File: src/rtl/lz_pop_unit.sv
// lz_pop_unit: three-stage pipelined 64-bit leading-zero / population / parity unit.
// Revision: 1.0
`default_nettype none

module lz_pop_unit #(
  parameter int WIDTH  = 64,
  parameter int RES_W  = 7,
  parameter int DEST_W = 3
) (
  input  logic              clk,
  input  logic              rst_n,
  input  logic              i_start,
  input  logic [1:0]        i_op,
  input  logic [WIDTH-1:0]  i_data,
  input  logic [DEST_W-1:0] i_dest,
  input  logic              i_flush,
  output logic              o_valid,
  output logic [RES_W-1:0]  o_result,
  output logic [DEST_W-1:0] o_dest,
  output logic              o_busy
);

  localparam int NB = WIDTH / 8;

  localparam logic [1:0] OP_LZC = 2'b00;
  localparam logic [1:0] OP_POP = 2'b01;
  localparam logic [1:0] OP_PAR = 2'b10;

  function automatic logic [2:0] lz8(input logic [7:0] b);
    logic [2:0] n;
    n = 3'd7;
    for (int i = 0; i < 8; i++)
      if (b[i]) n = 3'(7 - i);
    return n;
  endfunction

  function automatic logic [3:0] pop8(input logic [7:0] b);
    logic [3:0] n;
    n = 4'd0;
    for (int i = 0; i < 8; i++)
      n = n + {3'b000, b[i]};
    return n;
  endfunction

  // Byte slices
  logic [NB-1:0]       byte_zbar;
  logic [NB-1:0][2:0]  byte_lz;
  logic [NB-1:0][3:0]  byte_pc;

  for (genvar k = 0; k < NB; k++) begin : g_byte
    assign byte_zbar[k] = |i_data[8*k +: 8];
    assign byte_lz[k]   = lz8(i_data[8*k +: 8]);
    assign byte_pc[k]   = pop8(i_data[8*k +: 8]);
  end

  // Stage 1
  logic                s1_valid;
  logic [1:0]          s1_op;
  logic [DEST_W-1:0]   s1_dest;
  logic [NB-1:0]       s1_zbar;
  logic [NB-1:0][2:0]  s1_lz;
  logic [NB-1:0][3:0]  s1_pc;

  // Stage 2
  logic                s2_valid;
  logic [DEST_W-1:0]   s2_dest;
  logic [RES_W-1:0]    s2_result;

  logic [RES_W-1:0]    lzc_cnt;
  logic [RES_W-1:0]    pop_cnt;
  logic                parity;
  logic [RES_W-1:0]    comb_result;

  // Ascending scan so the most significant non-zero byte determines the count.
  always_comb begin
    lzc_cnt = RES_W'(WIDTH);
    pop_cnt = '0;
    parity  = 1'b0;
    for (int k = 0; k < NB; k++) begin
      if (s1_zbar[k]) lzc_cnt = RES_W'(8 * (NB - 1 - k)) + RES_W'(s1_lz[k]);
      pop_cnt = pop_cnt + RES_W'(s1_pc[k]);
      parity  = parity ^ s1_pc[k][0];
    end
  end

  always_comb begin
    comb_result = '0;
    case (s1_op)
      OP_LZC:  comb_result = lzc_cnt;
      OP_POP:  comb_result = pop_cnt;
      OP_PAR:  comb_result = RES_W'(parity);
      default: comb_result = '0;
    endcase
  end

  // A flush kills what is already in flight but never the op issued alongside it.
  always_ff @(posedge clk or negedge rst_n) begin
    if (!rst_n) begin
      s1_valid  <= 1'b0;
      s1_op     <= '0;
      s1_dest   <= '0;
      s1_zbar   <= '0;
      s1_lz     <= '0;
      s1_pc     <= '0;
      s2_valid  <= 1'b0;
      s2_dest   <= '0;
      s2_result <= '0;
      o_valid   <= 1'b0;
      o_result  <= '0;
      o_dest    <= '0;
    end else begin
      s1_valid <= i_start;
      if (i_start) begin
        s1_op   <= i_op;
        s1_dest <= i_dest;
        s1_zbar <= byte_zbar;
        s1_lz   <= byte_lz;
        s1_pc   <= byte_pc;
      end

      s2_valid <= s1_valid & ~i_flush;
      if (s1_valid && !i_flush) begin
        s2_dest   <= s1_dest;
        s2_result <= comb_result;
      end

      o_valid <= s2_valid & ~i_flush;
      if (s2_valid && !i_flush) begin
        o_dest   <= s2_dest;
        o_result <= s2_result;
      end
    end
  end

  assign o_busy = s1_valid | s2_valid | o_valid;

endmodule

`default_nettype wire

File: config.mk
export PLATFORM = sky130hd
export DESIGN_NAME = lz_pop_unit
export DESIGN_NICKNAME = d
export VERILOG_FILES = /design/src/rtl/lz_pop_unit.sv
export SDC_FILE = /design/constraint.sdc
export NUM_CORES = 1
export LEC_CHECK = 0
export ABC_AREA = 1
export BUFFER_PORTS_ARGS = -buffer_cell sky130_fd_sc_hd__buf_2
export CORE_MARGIN = 5
export CORE_UTILIZATION = 56
export DETAILED_ROUTE_END_ITERATION = 8
export PLACE_DENSITY_LB_ADDON = 0.05
export SKIP_CTS_REPAIR_TIMING = 1
export SYNTH_ARGS = -nofsm -noshare
export SYNTH_HDL_FRONTEND = slang
export SYNTH_SLANG_ARGS = --single-unit
File: constraint.sdc
create_clock -name clk -period 5.08 [get_ports clk]
set_clock_uncertainty 0.1 [all_clocks]
set_input_delay 0.762 -clock clk [delete_from_list [all_inputs] [get_ports clk]]
set_output_delay 0.762 -clock clk [all_outputs]
set_load 0.02 [all_outputs]
After elaboration in Yosys (flattened, before gate mapping)
Cells that the tools add are included.
{"block": "op_classes", "addsub": 70, "n_eq_ne": 2, "muxes": 65, "n_bitwise": 12, "n_reduce_logical": 12}
{"op": "$mux W3", "count": 46}
{"op": "$add A4 B1 Y4", "count": 32}
{"op": "$reduce_or A8 Y1", "count": 8}
{"op": "$mux W7", "count": 8}
{"op": "$add A3 B1 Y4", "count": 8}
{"op": "$add A6 B3 Y7 const A", "count": 4}
{"op": "$add A7 B4 Y7", "count": 4}
{"op": "$add A2 B1 Y3", "count": 8}
{"op": "$pmux W7 S3", "count": 1}
{"op": "$add A1 B1 Y2", "count": 8}
{"op": "$add A5 B3 Y6 const A", "count": 2}
{"op": "$mux W1", "count": 8}
{"op": "$add A6 B4 Y7", "count": 1}
{"op": "$xor A1 B1 Y1", "count": 7}
{"op": "$add A5 B4 Y6", "count": 1}
{"op": "$add A4 B3 Y5 const A", "count": 1}
{"op": "$add A4 B4 Y5", "count": 1}
{"op": "$mux W2", "count": 2}
{"op": "$and A1 B1 Y1", "count": 2}
{"op": "$eq A2 B1 Y1 const B", "count": 1}
{"op": "$eq A2 B2 Y1 const B", "count": 1}
{"op": "$logic_and A1 B1 Y1", "count": 2}
{"op": "$logic_not A2 Y1", "count": 1}
{"op": "$or A1 B1 Y1", "count": 2}
{"op": "2 further kinds", "count": 2}
{"block": "totals", "regBits": 92, "input_bits": 73, "out_inout_bits": 12, "word_cells": 187}

Logic depth before layout (Yosys ltp)
{"block": "depth", "depth_word": 10, "mapped_depth": 16, "ltp_nobuf": 16}

Worst setup path before layout
Ideal clock, no wire load.
{"block": "synth_path", "path_kind": "register to register", "start": "register s1_pc[2] (netlist bit)", "end": "register s2_result[4]", "setup_time_ns": 0.129, "arrival_time_ns": 3.557, "path_slack_ns": 1.295, "stages_incl_launch_ff": 14, "n_path_buf": 0, "synth_period_minus_slack_ns": 3.785, "cell_sequence": "dfrtp_1 -> inv_1 -> fa_1 -> inv_1 -> fa_1 -> fa_1 -> inv_1 -> fa_1 -> inv_1 -> ha_1 -> fa_1 -> or2_2 -> nand3_1 -> a31oi_1"}
{"block": "synth_between", "elab_chain_len": 8}
{"element": "start, declared", "line_no": "62", "text": "logic [NB-1:0][3:0] s1_pc;"}
{"element": "start signal, assigned", "line_no": "118", "text": "s1_pc <= byte_pc;"}
{"element": "$add A4 B4 Y5", "line_no": "81", "text": "pop_cnt = pop_cnt + RES_W'(s1_pc[k]);"}
{"element": "$add A5 B4 Y6", "line_no": "81"}
{"element": "$add A6 B4 Y7", "line_no": "81"}
{"element": "$add A7 B4 Y7 (4 in a row)", "line_no": "81"}
{"element": "$pmux W7 S3", "line_no": "88", "text": "case (s1_op)"}
{"element": "end signal, assigned", "line_no": "124", "text": "s2_result <= comb_result;"}
{"element": "end, declared", "line_no": "67", "text": "logic [RES_W-1:0] s2_result;"}
No other way between the ends.
A chain may end at the register's enable or synchronous reset.

Final worst setup path
Ends and elaborated chain as after synthesis.

==> impl_metrics.toml <==
[timing]
tightest_slew_ps = 946
rsz0062_at_grt = "no"
period_share_pct = 77.7
relSlewSlack_pct = 37.0
slew_violations = 0
fin_tns_setup_ps = 0
period_minus_slack_ps = 3950
setup_violations = 0
fmax_ghz = 0.253
hold_violations = 0

[clock_network]
cts_tree = "yes"
htreeDepth = 3
clk_path_buf_depth = 2
cts_buffers = 9
clkTransAtPathRegs_ps = 70
clock_sinks = 92
root_buffer = "clkbuf_16"
clk_latency_ps = 350

[synthesis]
yosysSeqAreaShare_pct = 36.6
synth_seq_cells = 92
synth_area_leader_cell = "dfrtp_1"
synth_area_per_cell_um2 = 8.53
ys_top_cells_by_area = "dfrtp_1 37%, fa_1 17%, inv_1 10%, nand2_1 8.8%, ha_1 7.7%"
synth_fp_nets = 905
synth_top_area_share_pct = 36.6
synth_warnings = 0
syn_inst = 738
synth_cell_types = 27
netlist_area_um2 = 6300

[run_status]
status = "finished, final reports clean"

[setup_path]
cp_top_family = "adder cells"
crit_chain = "inv_1 > fa_1 > inv_1 > fa_1 > fa_1 > inv_1 > fa_1 > inv_1 > ha_1 > fa_1 > or2_2 > nand3_1 > a31oi_1"
critical-path-max-stage-delay_ps = 540
rr_endpoint = "s2_result[4]"
cp_common_cell = "fa_1"
worst-setup-path-type = "reg2reg"
r2r-start = "s1_pc[2]"
cp_slowest_cell = "fa_1"
crit_buf_inv = 4
crit_required_ps = 5200
cp_max_fo = 2
rrSetupSlack_ps = 1130
worstPathArrival_ps = 4060
r2r_cells = 13
end_kind = "flip-flop"
start_kind = "flip-flop"

[grt]
grt_pass1_wl_um = 23700
overflow = 0
grt_antenna_before_repair = 0
grt_max_degree = 48
grtUsageTotal_pct = 22.4
grt_pass1_vias = 5205

[placed_design]
gp_congestion = 0.829
dpl_cell_area_um2 = 6840
dp_hpwl_um = 11000
portBuffers = 84

[drt]
ant_nets = 0
wl_per_cell_um = 14.3
routed_wl_um = 13800
viasPerCell = 5.06
first_iter_violations = 291
drc = 0
firstDrtPassIters = 4
num_vias = 4882

[floorplan]
die_h_um = 116
die_w_um = 116
initial_utilization_pct = 57.6
coreArea_um2 = 10900
rows = 38
ios = 85
dieArea_um2 = 13500

[run]
max_cap_violations = 0

[cells_and_area]
drive_above_1_share_pct = 13.1
final_common_cell = "inv_1"
antennaDiodeCount = 0
final_cell_area_um2 = 7130
most-common-layout-cells = "176 x inv_1, 147 x nand2_1, 92 x dfrtp_1"
nets = 987
area.growth.synth_to_final_pct = 13.3

[power_and_ir_drop]
power.leakage_nw = 3.82
p_per_area_nw_per_um2 = 516
peakVddDrop_uv = 449

[min_path]
hold_class = "in2async"
-- cell families (layout without fill, tap and decap cells) --
kind of cell	after synthesis	in the layout	synth area share [%]
adder cells (fa/ha/maj)	94	94	25.2
XOR/XNOR	8	8	1.11
AND/OR/NAND/NOR	228	228	14.6
flip-flops	92	92	36.6
buffers and inverters	193	280	11.8
AO/OA/AOI/OAI	123	123	10.7
-- metrics by stage --
| stage | setup WS (ps) | hold slack, ps | util, % | std cells | total power [mW] |
|---|---|---|---|---|---|
| finish | 1130 | 321 | 65.2 | 965 | 3.68 |
| global route | 998 | 370 | 65.2 | 965 | 4.11 |
| CTS | 1140 | 338 | 65.2 | 965 | 3.73 |
| detailed placement | 1140 | 359 | 62.6 | 949 | 3.01 |
| global placement | 1230 | 351 | 62.6 | 949 | 2.91 |
| floorplan | 1290 | 342 | - | 738 | 2.48 |
-- layer usage --
layer / track usage [%] / wire, µm
met5: 0 / 0
met4: 7.73 / 318
met3: 3.66 / 580
met2: 37.9 / 6810
met1: 29.6 / 6060
-- worst max path at each step --
stage | to | slack [ps] | depth (start not counted) | startpoint
2_1_floorplan | s2_result[4] | 1290 | 13 | s1_pc[2]
3_3_place_gp | s2_result[4] | 1230 | 13 | s1_pc[2]
3_5_place_dp | s2_result[4] | 1140 | 13 | s1_pc[2]
4_1_cts | s2_result[4] | 1140 | 13 | s1_pc[2]
5_1_grt | s2_result[4] | 1000 | 13 | s1_pc[2]
6_report | s2_result[4] | 1130 | 13 | s1_pc[2]
-- sequential cells by signal, indices dropped and copies added (netlist names) --
signal     cells
o_dest         3
o_result       7
o_valid        1
s1_dest        3
s1_lz         24
s1_op          2
s1_pc         32
s1_valid       1
s1_zbar        8
s2_dest        3
s2_result      7
s2_valid       1
-- cell type report --
| cell class | instances | area (µm²) |
|---|---|---|
| timing repair buffer | 88 | 453 |
| tap | 140 | 175 |
| clock inverter | 6 | 53.8 |
| clock buffer | 10 | 239 |
| inverter | 176 | 661 |
| multi-input combinational | 453 | 3250 |
| sequential | 92 | 2300 |
| fill | 990 | 3800 |
-- worst register-to-register path: stages, from the launching register on --
cell and delay (ps):
dfrtp_1 360, inv_1 70, fa_1 520, inv_1 50, fa_1 500, fa_1 540, inv_1 60, fa_1 530
inv_1 50, ha_1 220, fa_1 380, or2_2 280, nand3_1 70, a31oi_1 90
-- cell usage after synthesis --
master / n
buf_4: 1
or2_2: 1
o22ai_1: 13
xnor2_1: 6
nand2_4: 1
a31o_2: 1
xor2_1: 2
o32ai_1: 3
inv_1: 176
a31oi_1: 6
nor4_1: 1
or4_4: 1
buf_2: 7
o21ai_0: 55
ha_1: 39
o31ai_1: 7
fa_1: 55
nand3_1: 12
nor3_1: 6
clkbuf_1: 8
or4_1: 5
dfrtp_1: 92
nor2_1: 53
nand2_1: 147
a21oi_1: 38
buf_6: 1
nand4_1: 1
-- power breakdown --
| group | total (mW) | switching (mW) | internal, mW |
|---|---|---|---|
| Combinational | 2.06 | 1.21 | 0.849 |
| Sequential | 0.956 | 0.0763 | 0.880 |
| Clock | 0.664 | 0.309 | 0.355 |
| Total | 3.68 | 1.60 | 2.08 |
Power figures use the tool's default switching activity.
